[config.mk]
export PLATFORM = sky130hd
export DESIGN_NAME = bcd_seq_converter
export DESIGN_NICKNAME = d
export VERILOG_FILES = /design/src/rtl/cla_demo_pkg.sv /design/src/rtl/bcd_digit_adj.sv /design/src/rtl/bcd_seq_converter.sv
export SDC_FILE = /design/constraint.sdc
export NUM_CORES = 1
export LEC_CHECK = 0
export CAP_MARGIN = 20
export CORE_MARGIN = 1
export CORE_UTILIZATION = 45
export DETAILED_ROUTE_END_ITERATION = 8
export PLACE_DENSITY_LB_ADDON = 0.1
export SETUP_SLACK_MARGIN = 0.02
export SLEW_MARGIN = 20
export SYNTH_ARGS = -nofsm -noshare
export SYNTH_HDL_FRONTEND = slang
export SYNTH_SLANG_ARGS = --single-unit
export TNS_END_PERCENT = 50
[constraint.sdc]
create_clock -name clk -period 3.31 [get_ports clk]
set_clock_uncertainty 0.1 [all_clocks]
set_input_delay 0.662 -clock clk [delete_from_list [all_inputs] [get_ports clk]]
set_output_delay 0.662 -clock clk [all_outputs]
set_load 0.01 [all_outputs]
[src/rtl/cla_demo_pkg.sv]
// Shared definitions for the adder / BCD / 7-segment display chain.
// DIGIT_W, NUM_DIGITS : BCD digit geometry (three 4-bit digits).
// BCD_BLANK           : digit code the segment decoder renders as all-off.
// conv_state_e        : sequential converter states.
// apply_blank()       : leading-zero suppression of a {hund,tens,ones} word.
package cla_demo_pkg;

  localparam int unsigned DIGIT_W    = 4;
  localparam int unsigned NUM_DIGITS = 3;
  localparam int unsigned SCRATCH_W  = DIGIT_W * NUM_DIGITS;
  localparam logic [DIGIT_W-1:0] BCD_BLANK = 4'hF;

  typedef enum logic {
    IDLE,
    SHIFT
  } conv_state_e;

  // Hundreds blank when zero; tens blank only when hundreds is also zero,
  // so interior zeros survive. Units are never blanked.
  function automatic logic [SCRATCH_W-1:0] apply_blank(input logic [SCRATCH_W-1:0] raw);
    logic [DIGIT_W-1:0] hund;
    logic [DIGIT_W-1:0] tens;
    hund = raw[11:8];
    tens = raw[7:4];
    if (raw[11:8] == '0) begin
      hund = BCD_BLANK;
      if (raw[7:4] == '0) begin
        tens = BCD_BLANK;
      end
    end
    return {hund, tens, raw[3:0]};
  endfunction

endpackage

[src/rtl/bcd_digit_adj.sv]
// Double-dabble digit correction: adds 3 to a BCD nibble that is >= 5 so the
// following left shift carries correctly into the next decimal digit.
// Ports:
//   din  - nibble before correction
//   dout - corrected nibble (no carry out; the shift handles propagation)
module bcd_digit_adj
  import cla_demo_pkg::*;
(
  input  logic [DIGIT_W-1:0] din,
  output logic [DIGIT_W-1:0] dout
);

  always_comb begin
    dout = din;
    if (din >= 4'd5) begin
      dout = din + 4'd3;
    end
  end

endmodule

[src/rtl/bcd_seq_converter.sv]
// Sequential binary-to-BCD converter (shift-and-add-3), one bit per clock.
// Parameters:
//   WIDTH    - binary input width, 4..9 (max 511 fits three digits)
//   BLANK_LZ - 1: leading zero digits shown as BCD_BLANK; 0: raw digits
// Ports:
//   clk, rst_n - rising-edge clock, asynchronous active-low reset
//   start      - conversion request, honoured only in IDLE
//   bin        - unsigned input value, captured when start is accepted
//   busy       - high while a conversion runs (exactly WIDTH cycles)
//   done       - one-cycle pulse; digit outputs update in this same cycle
//   bcd_ones, bcd_tens, bcd_hund - registered result digits, held between dones
module bcd_seq_converter
  import cla_demo_pkg::*;
#(
  parameter int WIDTH    = 8,
  parameter bit BLANK_LZ = 1'b1
) (
  input  logic               clk,
  input  logic               rst_n,
  input  logic               start,
  input  logic [WIDTH-1:0]   bin,
  output logic               busy,
  output logic               done,
  output logic [DIGIT_W-1:0] bcd_ones,
  output logic [DIGIT_W-1:0] bcd_tens,
  output logic [DIGIT_W-1:0] bcd_hund
);

  if (WIDTH < 4 || WIDTH > 9) begin : g_width_check
    $error("bcd_seq_converter: WIDTH must be in 4..9");
  end

  conv_state_e          state_q, state_d;
  logic [WIDTH-1:0]     shift_q, shift_d;
  logic [SCRATCH_W-1:0] scratch_q, scratch_d;
  logic [3:0]           cnt_q, cnt_d;
  logic                 done_q, done_d;
  logic [SCRATCH_W-1:0] digits_q, digits_d;

  logic [SCRATCH_W-1:0]       scratch_adj;
  logic [SCRATCH_W+WIDTH-1:0] shifted;

  bcd_digit_adj u_adj_ones (.din(scratch_q[3:0]),  .dout(scratch_adj[3:0]));
  bcd_digit_adj u_adj_tens (.din(scratch_q[7:4]),  .dout(scratch_adj[7:4]));
  bcd_digit_adj u_adj_hund (.din(scratch_q[11:8]), .dout(scratch_adj[11:8]));

  // One double-dabble iteration: corrected scratch and the binary operand
  // shift left together; the operand MSB enters the units nibble.
  assign shifted = {scratch_adj, shift_q} << 1;

  always_comb begin
    state_d   = state_q;
    shift_d   = shift_q;
    scratch_d = scratch_q;
    cnt_d     = cnt_q;
    done_d    = 1'b0;
    digits_d  = digits_q;
    case (state_q)
      IDLE: begin
        if (start) begin
          shift_d   = bin;
          scratch_d = '0;
          cnt_d     = 4'(WIDTH);
          state_d   = SHIFT;
        end
      end
      SHIFT: begin
        scratch_d = shifted[SCRATCH_W+WIDTH-1:WIDTH];
        shift_d   = shifted[WIDTH-1:0];
        cnt_d     = cnt_q - 4'd1;
        if (cnt_q == 4'd1) begin
          state_d  = IDLE;
          done_d   = 1'b1;
          digits_d = BLANK_LZ ? apply_blank(shifted[SCRATCH_W+WIDTH-1:WIDTH])
                              : shifted[SCRATCH_W+WIDTH-1:WIDTH];
        end
      end
      default: state_d = IDLE;
    endcase
  end

  always_ff @(posedge clk or negedge rst_n) begin
    if (!rst_n) begin
      state_q   <= IDLE;
      shift_q   <= '0;
      scratch_q <= '0;
      cnt_q     <= '0;
      done_q    <= 1'b0;
      digits_q  <= '0;
    end else begin
      state_q   <= state_d;
      shift_q   <= shift_d;
      scratch_q <= scratch_d;
      cnt_q     <= cnt_d;
      done_q    <= done_d;
      digits_q  <= digits_d;
    end
  end

  assign busy     = (state_q == SHIFT);
  assign done     = done_q;
  assign bcd_hund = digits_q[11:8];
  assign bcd_tens = digits_q[7:4];
  assign bcd_ones = digits_q[3:0];

endmodule

==> summary.md, run 1 <==
| Metric | Value |
|---|---|
| Netlist Area Pre-Place | `0.00195 mm^2` |
| Min Tclk post-route | `2110 ps` |
| R2R setup slack | `1260 ps` |
| Pins Over Slew Limit | `0` |
| Via count | `1,398` |
| LEAKAGE | `1.05 nW` |
| Top Usage Layer GRT | `met2` |
| Post-Synthesis Cells | `192` |
| FP Rows | `23` |
| Number of global-route vias before repair | `1,388` |
| Core region area | `0.00409 mm^2` |
| # diodes | `0` |
| Met2 Use GR | `31.3%` |
| Clk pin slew, worst setup/hold paths | `70 ps` |
| RSZ-0062 raised after global routing | `false` |
| CP max-delay cell | `clkdlybuf4s50_1` |
| Die Height | `67.8 um` |
| Hold Vio Cnt, Final | `0` |
| CTS tree | `built` |
| WS Path Type | `in2reg` |
| Post-Syn Nets | `211` |
| Worst-Margin Slew | `1020 ps` |
| Worst Setup Start Kind | `primary input` |
| Cts bufs inserted | `5` |
| Die span in x | `67.8 um` |
| CP max FO | `25` |
| Filler cells | `339` |
| Total setup buffers inserted after CTS | `0` |
| Total wire length | `3570 um` |
| Comb pwr share | `49.0%` |
| Sequential share of power | `35.6%` |
| Met1 Track Usage GR | `22.6%` |
| Antenna viol nets, final | `0` |
| Int Power | `1.46 mW` |
| Routability cong. | `0.756` |
| First-pass GRT wire length | `6320 um` |
| Post-synth top flop | `dfrtp_1` |
| Initial core utilization | `47.7%` |
| Total negative slack | `0 ps` |
| Non-Filler Instances | `266` |
| Post-CTS sizing | `0` |
| Layout area overhead | `19.4%` |
| Critical path's largest stage delay | `1150 ps` |
| P_sw | `0.960 mW` |
| Async set or reset register ratio after synthesis | `100%` |
| Layout Utilization | `56.9%` |
| Final period util | `63.8%` |
| Antenna violations before repair | `0` |
| Leading area contributor after synthesis | `dfrtp_1` |
| Yosys warning count | `0` |
| Met3 GRT Util | `6.42%` |
| Vias per cell | `5.26` |
| Commonest non-fill, non-tap cell in the layout | `dfrtp_1` |
| H-tree depth | `2` |
| Synth Area per Inst | `10.1 um^2` |
| CP Data Required Time | `3370 ps` |
| Largest net degree at the start of global routing | `45` |
| GRT Total Usage | `18.9%` |
| Drt first pass iters | `4` |
| IO Count | `25` |
| Synth cell types | `32` |
| Final setup margin | `1200 ps` |
| CP Cell Sequence | `clkdlybuf4s50_1 > mux2i_1 > o21ai_0` |
| Top cell type's share of synthesized area | `48.8%` |
| 1st-iter DRT viols | `56` |
| Sequential share of the synthesized area | `48.8%` |
| Clk Tree Root Cell | `clkbuf_8` |
| Die area | `0.00460 mm^2` |
| Max Buffers Root-to-Sink | `2` |
| Clk_lat worst skew | `290 ps` |
| Clock share of power | `15.4%` |
| Share of cells above drive strength 1 | `9.72%` |
| Post-detailed-route DRC marker count | `0` |
| I/O Buffers | `24` |
| Hold Crit Class | `in2async` |
| Critical Path AT | `2170 ps` |
| Max VDD drop | `0.419 mV` |
| Final setup fails | `0` |
| Max cap viols | `0` |
| Seq cells post-synth | `38` |
| P per Cell Area | `1040 mW/mm^2` |
| Cts-stage hold buffer count | `0` |
| Top post-synthesis cells by area | `dfrtp_1, mux2i_1, ha_1, nand2b_1, nand2_1` |
| Dpl ws | `862 ps` |
| Max Fclk | `0.474 GHz` |
| Status | `complete, no violations` |
| Crit. End Element | `register` |
| Dpl cells | `258` |
| Slew headroom | `31.5%` |
| Final #Nets | `234` |
| Commonest cells after routing, fill and taps aside | `dfrtp_1, clkdlybuf4s50_1, nand2_1` |
| Congestion Overflow GR | `0` |
| Clock sinks | `38` |
| Sw frac | `39.7%` |
| Drt wl/cell | `13.4 um` |
| Post-synth EDFFs | `0` |
| Detail Placement HPWL | `2350 um` |
[metrics by stage]
stage | hold slack, ps | instance area, um^2 | power [mW]
final | 377 | 2330 | 2.42
after global placement | 366 | 2220 | 2.00
after detailed placement | 380 | 2220 | 2.06
after floorplan | 266 | 1950 | 1.69
after CTS | 395 | 2330 | 2.45
after global routing | 435 | 2330 | 2.65
[layout make-up]
| type | count | area [um^2] | area share (%) |
|---|---|---|---|
| flip-flops and latches | 38 | 951 | 40.9 |
| repair buffers | 26 | 250 | 10.8 |
| clock buffers | 8 | 110 | 4.73 |
| well taps | 50 | 62.6 | 2.69 |
| inverters | 9 | 33.8 | 1.45 |
| multi-input cells | 135 | 918 | 39.5 |
[registers in the layout, summed over array words and instances (netlist names)]
register   cells
digits_q      12
scratch_q     12
shift_q        8
cnt_q          4
busy           1
done           1
[power by group through the flow]
| stage | clock, mW | sequential (mW) | combinational, mW |
|---|---|---|---|
| detailed placement | 0 | 0.868 | 1.19 |
| finish | 0.372 | 0.861 | 1.19 |
| global placement | 0 | 0.856 | 1.14 |
| CTS | 0.387 | 0.861 | 1.20 |
| floorplan | 0 | 0.871 | 0.821 |
| global route | 0.407 | 0.896 | 1.35 |
[worst paths after layout]
check                          endpoint  cells past startpoint          from
hold / removal             digits_q[11]                      1         rst_n
min in group clk             shift_q[4]                      2    shift_q[3]
max in group asynchronous          busy                      1         rst_n
hold reg to reg              shift_q[4]                      2    shift_q[3]
setup reg to reg            digits_q[7]                      7  scratch_q[4]
setup / recovery             shift_q[7]                      3         start
[per-layer routing]
layer  up-vias  share of wire (%)  routed length, um
met5         -                  0                  0
met2        23                 48               1730
met4         0                1.8                 63
met1       676                 46               1640
li1        694                  -                  -
met3         5                3.8                136
[cell usage after synthesis (2+ instances only)]
library cell  instances
dfrtp_1              38
nand2_1              22
mux2i_1              15
nand2b_1             15
o21ai_0              14
a21oi_1              12
nor2_1               12
inv_1                 9
ha_1                  8
a31oi_1               5
clkbuf_1              5
nor3_1                4
o31ai_1               4
xnor2_1               4
buf_2                 3
mux2_2                3
a21o_1                2
nor3b_1               2
o21ai_1               2
[kinds of logic after synthesis]
family | Yosys count | synth area share [%]
adders and majority gates | 8 | 5.14
xor gates and xnor gates | 5 | 2.25
muxes | 19 | 10.1
DFF | 38 | 48.8
and+or+nand+nor | 59 | 15.0
buffers and inverters | 19 | 4.05
AOI/OAI and AO/OA | 44 | 14.6
[critical path: cells and delay by family]
kind                   cells  cell delay [ps]
AOI/OAI and AO/OA          1              100
muxes                      1              260
buffers and inverters      1             1150
Note: power is estimated with default switching activity, not from simulation.
==> run 2: changes to the inputs <==
clock period = 2.05 ns   (was 3.31 ns; I/O delays follow)
==> run 2 against run 1 <==
Critical path depth increased by 4. Combinational power increased by 76%. Non-clock buffer count increased by 8. Sequential power increased by 64%. Final cell count increased by 3.0%. Clock power increased by 65%. Register-to-register slack got worse by 1100 ps. Sequential share of layout area decreased by 1.6 points. Global-route usage decreased by 0.93 points. Count of clock-buffer cells in the layout decreased by 1. Wire length increased by 3.1%. Worst setup slack got worse by 1000 ps.
==> summary.md, run 2 (synthesized netlist as in run 1, its figures left out) <==
| Metric | Value |
|---|---|
| Status | `complete, no violations` |
| Worst Setup Start Kind | `register` |
| Antenna violations before repair | `0 (unchanged)` |
| Via count | `1,421 (+1.6%)` |
| Cts bufs inserted | `5 (unchanged)` |
| Total negative slack | `0 ps (unchanged)` |
| Hold Vio Cnt, Final | `0 (unchanged)` |
| P_sw | `1.60 mW (+67%)` |
| Max Fclk | `0.529 GHz` |
| Initial core utilization | `47.7% (unchanged)` |
| Core region area | `0.00409 mm^2 (unchanged)` |
| 1st-iter DRT viols | `52 (-7.1%)` |
| Drt wl/cell | `13.4 um (+0.12%)` |
| Drt first pass iters | `4 (unchanged)` |
| LEAKAGE | `1.09 nW (+3.6%)` |
| Die span in x | `67.8 um (unchanged)` |
| IO Count | `25 (unchanged)` |
| Dpl cells | `263 (+1.9%)` |
| Pins Over Slew Limit | `0 (unchanged)` |
| CP max FO | `5 (-80%)` |
| GRT Total Usage | `18.0% (-0.93 points)` |
| P per Cell Area | `1690 mW/mm^2 (+63%)` |
| Clk_lat worst skew | `290 ps (about the same)` |
| CP Data Required Time | `2110 ps (-1260 ps)` |
| First-pass GRT wire length | `6040 um (-4.4%)` |
| Share of cells above drive strength 1 | `16.5% (+6.8 points)` |
| Final setup margin | `161 ps (-1040 ps)` |
| Final setup fails | `0 (unchanged)` |
| # diodes | `0 (unchanged)` |
| Antenna viol nets, final | `0 (unchanged)` |
| Hold Crit Class | `in2async` |
| H-tree depth | `2 (unchanged)` |
| CTS tree | `built` |
| Total wire length | `3680 um (+3.1%)` |
| I/O Buffers | `24 (unchanged)` |
| Top flop regs | `digits_q: 12 flops, scratch_q: 12 flops, shift_q: 8 flops` |
| Detail Placement HPWL | `2510 um (+6.7%)` |
| Vias per cell | `5.19 (-1.3%)` |
| Worst-Margin Slew | `473 ps (-552 ps)` |
| Clk pin slew, worst setup/hold paths | `70 ps (about the same)` |
| RSZ-0062 raised after global routing | `false` |
| FP Rows | `23 (unchanged)` |
| Max Buffers Root-to-Sink | `2 (unchanged)` |
| Max cap viols | `0 (unchanged)` |
| Commonest non-fill, non-tap cell in the layout | `dfrtp_1` |
| Clock sinks | `38 (unchanged)` |
| Comb pwr share | `50.9% (+1.9 points)` |
| Slew headroom | `68.5% (+37 points)` |
| Worst Hold Margin | `59.7 ps (-317 ps)` |
| Non-Filler Instances | `274 (+3.0%)` |
| Sw frac | `38.9% (-0.78 points)` |
| Post-route cell area | `0.00243 mm^2 (+4.5%)` |
| Tot Pwr | `4.11 mW (+70%)` |
| Largest net degree at the start of global routing | `39 (-13%)` |
| Die area | `0.00460 mm^2 (unchanged)` |
| Number of global-route vias before repair | `1,322 (-4.8%)` |
| Layout Utilization | `59.5% (+2.6 points)` |
| Layout area overhead | `24.8%` |
| Commonest cells after routing, fill and taps aside | `dfrtp_1, clkdlybuf4s50_1, nand2_1` |
| Cts-stage hold buffer count | `0 (unchanged)` |
| Post-detailed-route DRC marker count | `0 (unchanged)` |
| Sequential share of power | `34.2% (-1.4 points)` |
| Clock share of power | `14.9% (-0.5 points)` |
| Clk Tree Root Cell | `clkbuf_8` |
| Final period util | `92.2%` |
| Max VDD drop | `0.601 mV (+44%)` |
| Routability cong. | `0.889 (+18%)` |
| Final #Nets | `242 (+3.4%)` |
| Min Tclk post-route | `1890 ps` |
| Dpl ws | `101 ps (-761 ps)` |
| Crit. End Element | `register` |
| Critical Path AT | `1940 ps (-230 ps)` |
| Die Height | `67.8 um (unchanged)` |
| WS Path Type | `reg2reg` |
| Placed cell area | `0.00227 mm^2 (+2.3%)` |
| Int Power | `2.51 mW (+72%)` |
| Congestion Overflow GR | `0 (unchanged)` |
==> run 2: repair_timing <==
action	CTS	global route
endpoints found under the setup margin	0	4
resized for setup	0	11
setup buffers	0	3
==> run 2: routing by layer <==
layer / GRT usage, % / vias to the layer above / wire length (um)
met1: 23.8 / 661 / 1750
li1: - / 721 / -
met3: 4.56 / 9 / 139
met4: 7.03 / 0 / 69
met5: 0 / - / 0
met2: 28.0 / 30 / 1720
==> run 2: critical path, stage by stage (launching register included) <==
cell	delay [ps]
dfrtp_2	430
inv_1	90
ha_1	180
nand2b_1	150
a21o_1	240
and3_1	210
o2111ai_2	240
a31oi_1	130
==> run 2: path summary, 6_finish.rpt <==
check / start / to / slack (ps) / cells past startpoint
worst max-delay path: scratch_q[5] / digits_q[7] / 160 / 7
worst min-delay path: rst_n / digits_q[10] / 60 / 2
worst max register to register: scratch_q[5] / digits_q[7] / 160 / 7
worst min register to register: shift_q[3] / shift_q[4] / 390 / 2
max in group asynchronous: rst_n / scratch_q[8] / 1440 / 2
min in group clk: shift_q[3] / shift_q[4] / 390 / 2
==> run 2: area by class of cell <==
type	count	area [um^2]
multi-input cells	135	951
fillers	339	1660
clock buffers	7	76.3
flip-flops and latches	38	955
repair buffers	34	323
clock inverters	1	30.0
well taps	50	62.6
inverters	9	33.8
==> run 2: power by group through the flow <==
stage / Combinational, mW / Clock [mW] / Sequential (mW)
detailed placement: 1.97 / 0 / 1.42
finish: 2.09 / 0.614 / 1.41
floorplan: 1.33 / 0 / 1.41
global placement: 1.91 / 0 / 1.39
CTS: 1.99 / 0.630 / 1.40
global route: 2.36 / 0.658 / 1.45
